==> config.mk <==
export PLATFORM = sky130hd
export DESIGN_NAME = mem_port_arbiter
export DESIGN_NICKNAME = d
export VERILOG_FILES = /design/src/rtl/mem_port_arbiter.sv
export SDC_FILE = /design/constraint.sdc
export NUM_CORES = 1
export LEC_CHECK = 0
export BUFFER_PORTS_ARGS = -buffer_cell sky130_fd_sc_hd__buf_4
export CORE_AREA = 2 2 104 106
export CTS_CLUSTER_SIZE = 20
export DETAILED_ROUTE_END_ITERATION = 10
export DIE_AREA = 0 0 106 108
export GPL_TIMING_DRIVEN = 0
export SYNTH_ARGS = -nofsm -noshare
export SYNTH_HDL_FRONTEND = slang
export SYNTH_SLANG_ARGS = --single-unit
==> constraint.sdc <==
create_clock -name clk -period 1.9 [get_ports clk]
set_input_delay 0.19 -clock clk [delete_from_list [all_inputs] [get_ports clk]]
set_output_delay 0.19 -clock clk [all_outputs]
set_load 0.02 [all_outputs]
==> src/rtl/mem_port_arbiter.sv <==
// Single-port memory arbiter: data port wins by default, fetch wins after MAX_WAIT denied cycles.
// Optional perf counters (conflict_cnt, starve_cnt) when MEM_ARB_PERF_EN is defined.
module mem_port_arbiter #(
  parameter int AW       = 32,
  parameter int DW       = 32,
  parameter int MAX_WAIT = 4
) (
  input  logic          clk,
  input  logic          rst,
  input  logic          if_req,
  input  logic [AW-1:0] if_addr,
  output logic          if_gnt,
  output logic          if_rvalid,
  output logic [DW-1:0] if_rdata,
  input  logic          d_req,
  input  logic          d_we,
  input  logic [2:0]    d_type,
  input  logic [AW-1:0] d_addr,
  input  logic [DW-1:0] d_wdata,
  output logic          d_gnt,
  output logic          d_rvalid,
  output logic [DW-1:0] d_rdata,
  output logic          mem_we,
  output logic [2:0]    mem_type,
  output logic [AW-1:0] mem_addr,
  output logic [DW-1:0] mem_wdata,
`ifdef MEM_ARB_PERF_EN
  output logic [31:0]   conflict_cnt,
  output logic [31:0]   starve_cnt,
`endif
  input  logic [DW-1:0] mem_rdata
);

  typedef enum logic [1:0] {OWN_NONE, OWN_FETCH, OWN_DATA} owner_t;

  typedef struct packed {
    logic          we;
    logic [2:0]    typ;
    logic [AW-1:0] addr;
    logic [DW-1:0] wdata;
  } mem_req_t;

  owner_t   rd_owner, rd_owner_nxt;
  logic [3:0] wait_cnt;
  logic     starve;
  mem_req_t mreq;

  assign starve = (wait_cnt >= 4'(MAX_WAIT));

  // Grants are qualified by rst so outputs read zero while reset is held.
  assign d_gnt  = rst & d_req & ~(if_req & starve);
  assign if_gnt = rst & if_req & ~d_gnt;

  always_comb begin
    mreq = '0;
    if (d_gnt) begin
      mreq.we    = d_we;
      mreq.typ   = d_type;
      mreq.addr  = d_addr;
      mreq.wdata = d_wdata;
    end else if (if_gnt) begin
      mreq.typ   = 3'b010;
      mreq.addr  = if_addr;
    end
  end

  assign mem_we    = mreq.we;
  assign mem_type  = mreq.typ;
  assign mem_addr  = mreq.addr;
  assign mem_wdata = mreq.wdata;

  always_comb begin
    rd_owner_nxt = OWN_NONE;
    if (if_gnt)              rd_owner_nxt = OWN_FETCH;
    else if (d_gnt && !d_we) rd_owner_nxt = OWN_DATA;
  end

  always_ff @(posedge clk or negedge rst) begin
    if (!rst) begin
      rd_owner <= OWN_NONE;
      wait_cnt <= '0;
    end else begin
      rd_owner <= rd_owner_nxt;
      if (if_req && !if_gnt) wait_cnt <= (wait_cnt == 4'hF) ? wait_cnt : wait_cnt + 4'd1;
      else                   wait_cnt <= '0;
    end
  end

  assign if_rvalid = (rd_owner == OWN_FETCH);
  assign d_rvalid  = (rd_owner == OWN_DATA);
  assign if_rdata  = if_rvalid ? mem_rdata : '0;
  assign d_rdata   = d_rvalid  ? mem_rdata : '0;

`ifdef MEM_ARB_PERF_EN
  // A forced grant is one the data port would otherwise have taken.
  always_ff @(posedge clk or negedge rst) begin
    if (!rst) begin
      conflict_cnt <= '0;
      starve_cnt   <= '0;
    end else begin
      if (if_req && d_req)            conflict_cnt <= conflict_cnt + 32'd1;
      if (if_gnt && d_req && starve)  starve_cnt   <= starve_cnt + 32'd1;
    end
  end
`endif

endmodule

### Word-level counts from Yosys, hierarchy flattened

Index checks and enable logic that the tools add are counted.

* $add $sub $neg: 1
* magnitude comparators: 1
* equal/unequal tests: 4
* multiplexer cells: 10
* bitwise logic cells: 7
* reduce and logical (&&, ||, !) cells: 4

Operators by type and width (number)
* 2-to-1 mux 32 bit: 3
* 2-to-1 mux 35 bit: 1
* 2-to-1 mux 34 bit: 1
* 2-to-1 mux 4 bit: 2
* AND 1 bit: 5
* adder 4 x 1 -> 4 bit (second input constant): 1
* == test 4 bit (second input constant): 1
* >= comparator 4 x 3 -> 1 bit (second input constant): 1
* 2-to-1 mux 2 bit: 2
* == test 2 x 1 -> 1 bit (second input constant): 1
* == test 2 bit (second input constant): 1
* logical AND 1 bit: 2
* zero test 1 bit: 2
* inequality test 2 bit (second input constant): 1
* inverter 1 bit: 2
* 2-to-1 mux 1 bit: 1

* bits in registers: 6
* bits of input ports: 136
* word-level logic and storage cells: 29

### Longest topological paths before layout

Gate-level depths: netlist of the first run.

* word-level depth: 9
* mapped depth: 5
* depth with buffers taken out: 4

### Worst setup path after synthesis of the first run

OpenSTA, ideal clock, no wires.

* path type: register to output
* start: register wait_cnt[2]
* end: output mem_wdata[22]
* arrival time: 1282 ps
* data required time: 1710 ps
* path slack: 428 ps
* cell stages (with the launch flop): 6
* path buffers: 2
* path through: dfrtp_1 o21ai_1 and3_1 buf_6 buf_2 and2_1

* word-level cells in the longest chain between the ends: 5

Ends and longest elaborated chain
* start: declaration: RTL line 44 `logic [3:0] wait_cnt;`
* start signal: assignment: RTL line 84 `if (if_req && !if_gnt) wait_cnt <= (wait_cnt == 4'hF) ? wait_cnt : wait_cnt + 4'd1;`
* >= comparator 4 x 3 -> 1 bit: RTL line 48 `assign starve = (wait_cnt >= 4'(MAX_WAIT));`
* AND 1 bit: RTL line 51 `assign d_gnt = rst & d_req & ~(if_req & starve);`
* inverter 1 bit: RTL line 51
* AND 1 bit: RTL line 51
* via d_gnt: RTL line 20 `output logic d_gnt,`
* 2-to-1 mux 32 bit: RTL line 56 `if (d_gnt) begin`
* end: declaration: RTL line 26 `output logic [DW-1:0] mem_wdata,`

The timed path passes the listed nets, and every way through them passes these cells.

### Worst setup path after layout of the first run

* start: register wait_cnt[2]
* end: output mem_addr[11]

* word-level cells in the longest chain between the ends: 8

Ends and longest elaborated chain
* >= comparator 4 x 3 -> 1 bit (*): RTL line 48
* AND 1 bit (*): RTL line 51
* inverter 1 bit (*): RTL line 51
* AND 1 bit (*): RTL line 51
* inverter 1 bit: RTL line 52 `assign if_gnt = rst & if_req & ~d_gnt;`
* AND 1 bit: RTL line 52
* 2-to-1 mux 34 bit: RTL line 61 `end else if (if_gnt) begin`
* 2-to-1 mux 35 bit (*): RTL line 56
* end: declaration: RTL line 25 `output logic [AW-1:0] mem_addr,`

Every way passes the cells marked *; elsewhere a longest branch is shown, timed or not.

==> results of run 1 <==
## cell usage after synthesis (all sizes together), types with 2 or more instances
cell    instances  area [sq um]
and2           99         619.3
a22o           32         280.3
buf             9         95.09
clkbuf          8         30.03
dfrtp           6         150.1
nor2b           4         25.02
nor3            3         15.01
nand3           2         10.01
nor3b           2         31.28
o21ai           2         10.00
## logic make-up (layout without fill, tap and decap cells)
family / Yosys count / in the layout / share of synthesized area
xor+xnor: 1 / 1 / 0.006531
compound gates: 37 / 37 / 0.2332
fa+ha+maj: 1 / 1 / 0.009327
mux: 1 / 1 / 0.007463
flops: 6 / 6 / 0.1119
buf+inv: 18 / 300 / 0.09608
simple gates: 113 / 113 / 0.5354
## report_power, final
group / internal [mW] / switching [mW] / leakage, nW
combinational: 0.424 / 0.337 / 1.96
sequential: 0.134 / 0.00566 / 0.0777
clock: 0.136 / 0.0556 / 0.0216
total: 0.695 / 0.398 / 2.06
## worst paths after layout
| check | from | endpoint | slack (ns) | depth (start not counted) |
|---|---|---|---|---|
| hold reg to reg | wait_cnt[3] | wait_cnt[3] | 0.58 | 1 |
| setup reg to reg | wait_cnt[2] | wait_cnt[3] | 0.52 | 4 |
| max in group asynchronous | rst | wait_cnt[2] | 1.24 | 2 |
| setup / recovery | wait_cnt[2] | mem_addr[11] | 0.07 | 6 |
| min in group asynchronous | rst | rd_owner[1] | 0.40 | 2 |
| hold / removal | d_we | rd_owner[1] | 0.12 | 2 |
## state kept, by name (all words and copies together) (netlist names)
register	cells
wait_cnt	4
rd_owner	2
## metrics by stage
stage / setup WS (ns) / cells / hold slack, ns / power [mW] / utilization
global route: 0.001181 / 595 / 0.1203 / 1.160 / 0.3606
floorplan: 0.4276 / 177 / -0.1056 / 0.4529 / -
global placement: 0.1575 / 584 / 0.01176 / 0.8786 / 0.3466
detailed placement: 0.1843 / 584 / 0.01529 / 0.8860 / 0.3466
finish: 0.07145 / 595 / 0.1190 / 1.093 / 0.3606
CTS: 0.003646 / 590 / 0.1179 / 1.095 / 0.3545
## layout make-up
cell class / count / share of cell area
Clock buffer: 3 / 0.01119
Inverter: 1 / 0.001017
Tap cell: 136 / 0.04612
Timing Repair Buffer: 280 / 0.5724
Multi-Input combinational cell: 153 / 0.2933
Buffer: 16 / 0.03459
Sequential cell: 6 / 0.04137
## what timing repair did
item / in CTS / in global routing
pin swaps: 1 / 3
hold buffers: 1 / 0
resized for setup: 4 / 12
hold endpoints to repair: 6 / 0
buffers inserted: 3 / 4
setup endpoints to repair: 41 / 85
gates cloned: 0 / 1
## layer usage
layer | share of wire | routed length (um) | GRT usage
met5 | 0 | 0 | 0
met4 | 0.0053 | 42 | 0.01504
met3 | 0.11 | 847 | 0.04159
met2 | 0.53 | 4217 | 0.2198
met1 | 0.36 | 2813 | 0.1329
==> results.md, run 1 <==
* Outcome: finished clean
* CP Data Arrival Time at 1.64 ns
* Total GRT Usage at 0.1179
* Routed vias at 2402
* CP delay by family, top: flip-flops
* Layout area overhead at 175.1%
* Worst Setup Start Kind: flip-flop
* Clk slew on worst S/H paths at 0.04 ns
* Final Net Count at 598
* Yosys warns at 0
* Routability-driven placement congestion ratio at 0.7132
* Critical path type: reg2out
* WL/cell at 13.31 um
* Fmax at 0.5469 GHz
* Pre-Repair DR Iteration Count at 4
* Gr ovfl total at 0
* Hold Fails Final Rpt at 0
* Crit path buffers/inverters at 3
* Design area at 3690 sq um
* Die Span X at 106 um
* Remaining DRCs at 0
* Largest net degree at the start of global routing at 17
* Worst-Margin Slew at 0.3480 ns
* Total CTS buffers at 3
* Crit path capture type: output port
* Period minus WS final at 1.829 ns
* H-tree levels at 1
* Ys async rst share at 1.000
* Vias in the first global route at 2223
* Die Span Y at 108 um
* Multi-input logic area at 1082 sq um
* EDFF count, synth at 0
* Initial Utilization at 0.1311
* Syn Area/Cell at 7.578 sq um
* Share of layout cells above drive strength 1 at 0.6536
* Critical path's most frequent cell: buf_6
* Commonest non-fill, non-tap cell in the layout: buf_4
* Worst-Skew Late Latency at 0.22 ns
* Via density at 4.037
* Syn Nets at 314
* ANT cells at 0
* Yosys reg bits at 6
* Core box area at 10230 sq um
* Final wirelength at 7921 um
* Worst-path cell chain: nor3b_4 -> nor3b_4 -> buf_6 -> buf_6 -> a22o_1 -> buf_6
* Critical path required time at 1.71 ns
* # rows at 37
* IO Count at 272
* Area after DPL at 3546 sq um
* Sequential cell area at 152.6 sq um
* Final setup viols at 0
* Clock root buffer: clkbuf_8
* Initial antenna violation count at 0
* Max FO, Critical Path at 10
* CTS tree: yes
* Sequential fraction of the synthesis area at 0.1119
* Setup TNS at 0 ns
* Maximum clock path buffer count at 2
* Mapped Cells at 177
* Delay of the slowest critical-path stage at 0.44 ns
* Ys flop type: dfrtp_1
* Fillers at 1062
* Post-Route Skew at 0.003772 ns
* Unrepaired setup endpoints after global routing: no
* Port Buf Inserts at 271
* Post-synth cell types at 23
* Maximum VDD drop at 0.0002200 V
* Clock sink count at 6
* Syn Std Cell Area at 1341 sq um
* First-pass GRT wire length at 11120 um
* Die ar. at 11450 sq um
* Relative slew slack at 0.7620
* Pleak at 2.060 nW
* Max_cap viols at 0
* HP Class: in2reg
* Hpwl dp at 6844 um
* Most frequent cells in the layout: buf_4, and2_1, a22o_1
* Iter 0 DRT Violations at 112
* Tcrit/Tclk final at 0.9624
* Max-slew violations at 0
* ANT nets after route at 0
* PwrDens at 296.2 nW/um^2
* Highest-delay cell along the critical path: dfrtp_2
No activity file was read; power rests on OpenSTA's default activity.
==> run 2: changes to the inputs <==
MAX_ROUTING_LAYER = met4   (was unset)
==> run 2 against run 1 <==
Hold slack about the same. First-iteration DRC count increased by 12%. Fmax about the same. Core utilization unchanged. Sequential cell count unchanged. Final area unchanged. Via count about the same. Largest cell class unchanged. Total power about the same. Combinational power about the same.
==> results.md, run 2 (synthesis gave the netlist of run 1 again) <==
* Crit path capture type: output port (unchanged)
* Routability-driven placement congestion ratio at 0.7214 (was 0.7132)
* Logic pwr share at 0.696 (about the same)
* Layout area overhead at 175.1% (unchanged)
* Iter 0 DRT Violations at 125 (was 112)
* Unrepaired setup endpoints after global routing: no (unchanged)
* Total GRT Usage at 0.1214 (was 0.1179)
* CTS tree: yes (unchanged)
* Clock sink count at 6 (unchanged)
* Total Power at 1.093 mW (about the same)
* Fillers at 1062 (unchanged)
* Total CTS buffers at 3 (unchanged)
* Max-slew violations at 0 (unchanged)
* Max_cap viols at 0 (unchanged)
* First-pass GRT wire length at 11100 um (was 11120 um)
* Initial antenna violation count at 0 (unchanged)
* Commonest non-fill, non-tap cell in the layout: buf_4 (unchanged)
* Maximum clock path buffer count at 2 (unchanged)
* Critical path required time at 1.71 ns (about the same)
* Worst-Margin Slew at 0.3480 ns (unchanged)
* Pleak at 2.060 nW (unchanged)
* Initial Utilization at 0.1311 (unchanged)
* HP Class: in2reg (unchanged)
* Largest net degree at the start of global routing at 17 (unchanged)
* Clock root buffer: clkbuf_8 (unchanged)
* Worst r2r dst: wait_cnt[3] (unchanged)
* Multi-input logic area at 1082 sq um (unchanged)
* Period minus WS final at 1.828 ns (was 1.829 ns)
* Relative slew slack at 0.7620 (unchanged)
* CP Data Arrival Time at 1.64 ns (about the same)
* Port Buf Inserts at 271 (unchanged)
* Hold_ws at 0.1185 ns (was 0.1190 ns)
* Final setup viols at 0 (unchanged)
* Biggest regs: wait_cnt (4), rd_owner (2) (unchanged)
* Hpwl dp at 6844 um (unchanged)
* Register with the most flip-flops: wait_cnt (unchanged)
* R2r setup slk at 0.52 ns (about the same)
* Fmax at 0.5471 GHz (was 0.5469 GHz)
* IO Count at 272 (unchanged)
* Hold Fails Final Rpt at 0 (unchanged)
* Outcome: finished clean (unchanged)
* Worst Setup Start Kind: flip-flop (unchanged)
* Seq pwr share at 0.128 (about the same)
* Highest routed layer: met4 (unchanged)
* Final wirelength at 7927 um (was 7921 um)
* Die Span Y at 108 um (unchanged)
* Routed vias at 2403 (was 2402)
* Core box area at 10230 sq um (unchanged)
* Gr ovfl total at 0 (unchanged)
* Max FO, Critical Path at 10 (unchanged)
* Share of layout cells above drive strength 1 at 0.6536 (unchanged)
* Post-Route Skew at 0.003799 ns (was 0.003772 ns)
* Worst reg2reg path startpoint: wait_cnt[2] (unchanged)
* Setup TNS at 0 ns (unchanged)
* ANT nets after route at 0 (unchanged)
* Reg2reg path depth at 4 (unchanged)
* H-tree levels at 1 (unchanged)
* Die ar. at 11450 sq um (unchanged)
* Die Span X at 106 um (unchanged)
* Final Net Count at 598 (unchanged)
* Maximum VDD drop at 0.0002199 V (was 0.0002200 V)
* Sequential cell area at 152.6 sq um (unchanged)
* Remaining DRCs at 0 (unchanged)
* Vias in the first global route at 2225 (was 2223)
* Int Pwr at 694.9 uW (was 694.8 uW)
* WL/cell at 13.32 um (was 13.31 um)
* Met3 Routed Length at 860 um (was 847 um)
* Clk slew on worst S/H paths at 0.04 ns (about the same)
* Tcrit/Tclk final at 0.9621 (was 0.9624)
* Met2 WL at 4230 um (was 4217 um)
* Pre-Repair DR Iteration Count at 4 (unchanged)
* Sw Share at 0.3642 (about the same)
* Final Util at 0.3606 (unchanged)
* # rows at 37 (unchanged)
* Worst-Skew Late Latency at 0.22 ns (about the same)
* PwrDens at 296.2 nW/um^2 (about the same)
* CP endpoint: mem_addr[11] (unchanged)
* Most frequent cells in the layout: buf_4, and2_1, a22o_1 (unchanged)
* Via density at 4.039 (was 4.037)
* Max FFs per register at 4 (unchanged)
* CP startpoint: wait_cnt[2] (unchanged)
* Critical path type: reg2out (unchanged)
* Switching power at 398.1 uW (was 398.0 uW)
* ANT cells at 0 (unchanged)
* Post-Route M1 WL at 2802 um (was 2813 um)
* Clk pwr share at 0.176 (about the same)
-- run 2: timing repair --
| item | 4_1_cts | 5_1_grt |
|---|---|---|
| hold buffers | 1 | 0 |
| endpoints found under the setup margin | 41 | 85 |
| cloned | 0 | 1 |
| pin swaps | 1 | 3 |
| setup buffers | 3 | 4 |
| hold endpoints to repair | 6 | 0 |
| resized for setup | 4 | 12 |
-- run 2: stage by stage --
| step | setup slack, ns | std cells | area, sq um |
|---|---|---|---|
| 6_report | 0.07206 | 595 | 3690 |
| 5_1_grt | 0.001184 | 595 | 3690 |
| 4_1_cts | 0.003646 | 590 | 3627 |
| 3_5_place_dp | 0.1843 | 584 | 3546 |
| 3_3_place_gp | 0.1575 | 584 | 3546 |
| 2_1_floorplan | 0.4276 | 177 | 1341 |
-- run 2: worst min-delay path by stage --
stage | start | endpoint | slack (ns) | cells after the start
2_1_floorplan | rst | rd_owner[0] | -0.11 | 0
5_1_grt | d_we | rd_owner[1] | 0.12 | 2
4_1_cts | d_we | rd_owner[1] | 0.12 | 2
3_3_place_gp | rst | wait_cnt[1] | 0.01 | 1
3_5_place_dp | rst | wait_cnt[1] | 0.02 | 1
6_report | d_we | rd_owner[1] | 0.12 | 2
-- run 2: cell type report --
type | instances | share of cell area
Buffer | 16 | 0.03459
Clock buffer | 3 | 0.01119
Inverter | 1 | 0.001017
Multi-Input combinational cell | 153 | 0.2933
Sequential cell | 6 | 0.04137
Tap cell | 136 | 0.04612
Timing Repair Buffer | 280 | 0.5724
-- run 2: routing by layer --
metal,GRT usage,up-vias
li1,-,1164
met1,0.1340,1083
met2,0.2198,152
met5,-,-
met4,0.01504,0
met3,0.03978,4
-- run 2: power groups by stage --
stage / clock (mW) / combinational, mW / sequential (mW)
2_1_floorplan: 0 / 0.313 / 0.140
3_3_place_gp: 0 / 0.738 / 0.141
3_5_place_dp: 0 / 0.745 / 0.141
4_1_cts: 0.201 / 0.754 / 0.140
5_1_grt: 0.208 / 0.811 / 0.141
6_report: 0.192 / 0.761 / 0.140
-- run 2: critical path, stage by stage, from the launching register on --
cell	delay, ns
dfrtp_2	0.44
nor3b_4	0.26
nor3b_4	0.07
buf_6	0.14
buf_6	0.13
a22o_1	0.24
buf_6	0.14
==> run 3: changes to the inputs <==
ABC_AREA = 1   (was unset)
CORE_AREA = 2 2 105 107   (was 2 2 104 106)
DIE_AREA = 0 0 107 109   (was 0 0 106 108)
==> run 3 against run 2 <==
Clock power is 2% lower. Global-route usage is 0.46 points higher. Critical path depth is 1 higher. Clock skew is 0.0035 ns lower. Register-to-register slack better by 0.20 ns. Die area is 1.9% higher. Sequential cell count stayed put. Final area is 1.0% higher. Sequential power hardly changed. Non-clock buffer count is 5 lower. Sequential share of layout area is 0.11 points lower. Critical path type unchanged. Critical endpoint is now mem_addr[14]. Largest power group unchanged.
==> results.md, run 3 <==
* Routed vias at 2815 (was 2403)
* Sequential fraction of the synthesis area at 0.1024 (was 0.1119)
* Total CTS buffers at 3 (unchanged)
* Register with the most flip-flops: wait_cnt (unchanged)
* Sequential cell area at 150.1 sq um (was 152.6 sq um)
* Yosys warns at 0 (unchanged)
* ANT cells at 0 (unchanged)
* Clock root buffer: clkbuf_8 (unchanged)
* Hpwl dp at 7301 um (was 6844 um)
* Maximum clock path buffer count at 2 (unchanged)
* Period minus WS final at 1.737 ns (was 1.828 ns)
* Maximum VDD drop at 0.0001167 V (was 0.0002199 V)
* Max-slew violations at 0 (unchanged)
* Critical path required time at 1.71 ns (about the same)
* Largest net degree at the start of global routing at 11 (was 17)
* Outcome: finished clean (unchanged)
* Final Net Count at 738 (was 598)
* Syn Std Cell Area at 1466 sq um (was 1341 sq um)
* Final setup viols at 0 (unchanged)
* Most common cell in the synthesized netlist: nor2_1 (was and2_1)
* Syn Nets at 461 (was 314)
* Worst-Margin Slew at 0.4819 ns (was 0.3480 ns)
* Ys async rst share at 1.000 (unchanged)
* Relative slew slack at 0.6787 (was 0.7620)
* H-tree levels at 1 (unchanged)
* Critical path type: reg2out (unchanged)
* Hold Fails Final Rpt at 0 (unchanged)
* Share of layout cells above drive strength 1 at 0.4841 (was 0.6536)
* Max FFs per register at 4 (unchanged)
* Clock sink count at 6 (unchanged)
* Final non-filler cell total at 739 (was 595)
* Worst reg2reg path startpoint: wait_cnt[2] (unchanged)
* Placed instance count at 735 (was 584)
* Largest cells by area after synthesis: nor2_1, inv_1, nand2_1 (was and2_1, a22o_1, dfrtp_1)
* # rows at 38 (was 37)
* CP Data Arrival Time at 1.55 ns (was 1.64 ns)
* Worst r2r dst: wait_cnt[2] (was wait_cnt[3])
* Port Buf Inserts at 271 (unchanged)
* Hold_ws at 0.1258 ns (was 0.1185 ns)
* Worst Setup Start Kind: flip-flop (unchanged)
* Routability-driven placement congestion ratio at 0.8115 (was 0.7214)
* Synth area leader: nor2_1 (was and2_1)
* Mapped Cells at 324 (was 177)
* Post-synth cell types at 14 (was 23)
* Ys flop type: dfrtp_1 (unchanged)
* Worst-Skew Late Latency at 0.22 ns (about the same)
* Hold Path Origin: d_we (unchanged)
* WL/cell at 11.20 um (was 13.32 um)
* Biggest regs: wait_cnt (4), rd_owner (2) (unchanged)
* Min-Delay Endpoint: rd_owner[1] (unchanged)
* Fillers at 1155 (was 1062)
* Commonest non-fill, non-tap cell in the layout: buf_4 (unchanged)
* Hold Path Stages at 2 (unchanged)
* Post-synth top cells: nor2_1, inv_1, nand2_1, nand3_1, buf_2 (was and2_1, a22o_1, buf_6, clkbuf_1, dfrtp_1)
* Final wirelength at 8276 um (was 7927 um)
* Via density at 3.809 (was 4.039)
* CTS tree: yes (unchanged)
* Die Span Y at 109 um (was 108 um)
* ANT nets after route at 0 (unchanged)
* Top cell type's share of synthesized area at 0.2688 (was 0.4618)
* Initial antenna violation count at 0 (unchanged)
* CP startpoint: wait_cnt[2] (unchanged)
* Gr ovfl total at 0 (unchanged)
* Layout area overhead at 154.2% (was 175.1%)
* Max_cap viols at 0 (unchanged)
* First-pass GRT wire length at 11500 um (was 11100 um)
* Setup TNS at 0 ns (unchanged)
* Iter 0 DRT Violations at 89 (was 125)
* Total Power at 1.151 mW (was 1.093 mW)
* Unrepaired setup endpoints after global routing: no (unchanged)
* Die ar. at 11660 sq um (was 11450 sq um)
* Die Span X at 107 um (was 106 um)
* Initial Utilization at 0.1383 (was 0.1311)
* Multi-input logic area at 902.1 sq um (was 1082 sq um)
* Clk slew on worst S/H paths at 0.04 ns (about the same)
* PwrDens at 308.7 nW/um^2 (was 296.2 nW/um^2)
* Total GRT Usage at 0.1260 (was 0.1214)
* Yosys reg bits at 6 (unchanged)
* R2r setup slk at 0.72 ns (was 0.52 ns)
* Core box area at 10600 sq um (was 10230 sq um)
* Reg2reg path depth at 5 (was 4)
* Max FO, Critical Path at 10 (unchanged)
* Most frequent cells in the layout: buf_4, nor2_1, inv_1 (was buf_4, and2_1, a22o_1)
* Pre-Repair DR Iteration Count at 4 (unchanged)
* Pleak at 2.489 nW (was 2.060 nW)
* Crit path capture type: output port (unchanged)
* HP Class: in2reg (unchanged)
* IO Count at 272 (unchanged)
* Remaining DRCs at 0 (unchanged)
* Post-Route Skew at 0.0002545 ns (was 0.003799 ns)
* Syn Area/Cell at 4.526 sq um (was 7.578 sq um)
* Tcrit/Tclk final at 0.9141 (was 0.9621)
* EDFF count, synth at 0 (unchanged)
* Vias in the first global route at 2475 (was 2225)
* Fmax at 0.5758 GHz (was 0.5471 GHz)
-- run 3: timing repair --
action / 4_1_cts / 5_1_grt
setup endpoints to repair: 0 / 0
resized for setup: 0 / 0
hold buffers: 1 / 0
setup buffers: 0 / 0
hold endpoints to repair: 6 / 0
-- run 3: logic make-up after synthesis --
logic type               after synthesis  share of synthesized area
flip-flops                             6                     0.1024
AO/OA/AOI/OAI                          4                    0.01621
adder cells (fa/ha/maj)                1                   0.008531
XOR/XNOR                               1                   0.005974
buffers and inverters                 96                     0.2824
AND/OR/NAND/NOR                      216                     0.5845
-- run 3: report_power, final --
| group | total (mW) | switching (mW) | internal [mW] |
|---|---|---|---|
| Sequential | 0.140 | 0.00547 | 0.135 |
| Clock | 0.188 | 0.0523 | 0.136 |
| Combinational | 0.822 | 0.417 | 0.405 |
-- run 3: through the flow --
stage | area (sq um) | setup slack [ns] | util
after global placement | 3676 | 0.3891 | 0.3467
after floorplan | 1466 | 0.3483 | -
after CTS | 3727 | 0.1296 | 0.3515
after detailed placement | 3676 | 0.3747 | 0.3467
final | 3727 | 0.1632 | 0.3515
after global routing | 3727 | 0.03197 | 0.3515
-- run 3: layout make-up --
cell class                 count  share of cell area
tap                          140             0.04700
sequential                     6             0.04028
multi-input combinational    222              0.2420
timing repair buffer         272              0.5485
inverter                      77             0.07754
buffer                        19             0.03357
clock buffer                   3             0.01108
-- run 3: per-layer routing --
layer	part of all wire	GRT usage	up-vias
met5	0	-	-
met4	0.0057	0.02505	0
met3	0.061	0.01973	2
met2	0.57	0.2530	124
met1	0.37	0.1288	1220
li1	-	-	1469
-- run 3: worst max path at each step --
| stage | cells past startpoint | endpoint |
|---|---|---|
| detailed placement | 7 | mem_addr[14] |
| CTS | 7 | mem_addr[14] |
| global placement | 7 | mem_addr[14] |
| floorplan | 4 | d_rdata[10] |
| finish | 7 | mem_addr[14] |
| global route | 7 | mem_addr[14] |
-- run 3: critical path, cell delays in order, from the launching register on --
cell     delay (ns)
dfrtp_1        0.43
o21ai_2        0.14
nand2_2        0.13
inv_2          0.17
buf_6          0.16
nand2_1        0.09
nand2_1        0.08
buf_4          0.13
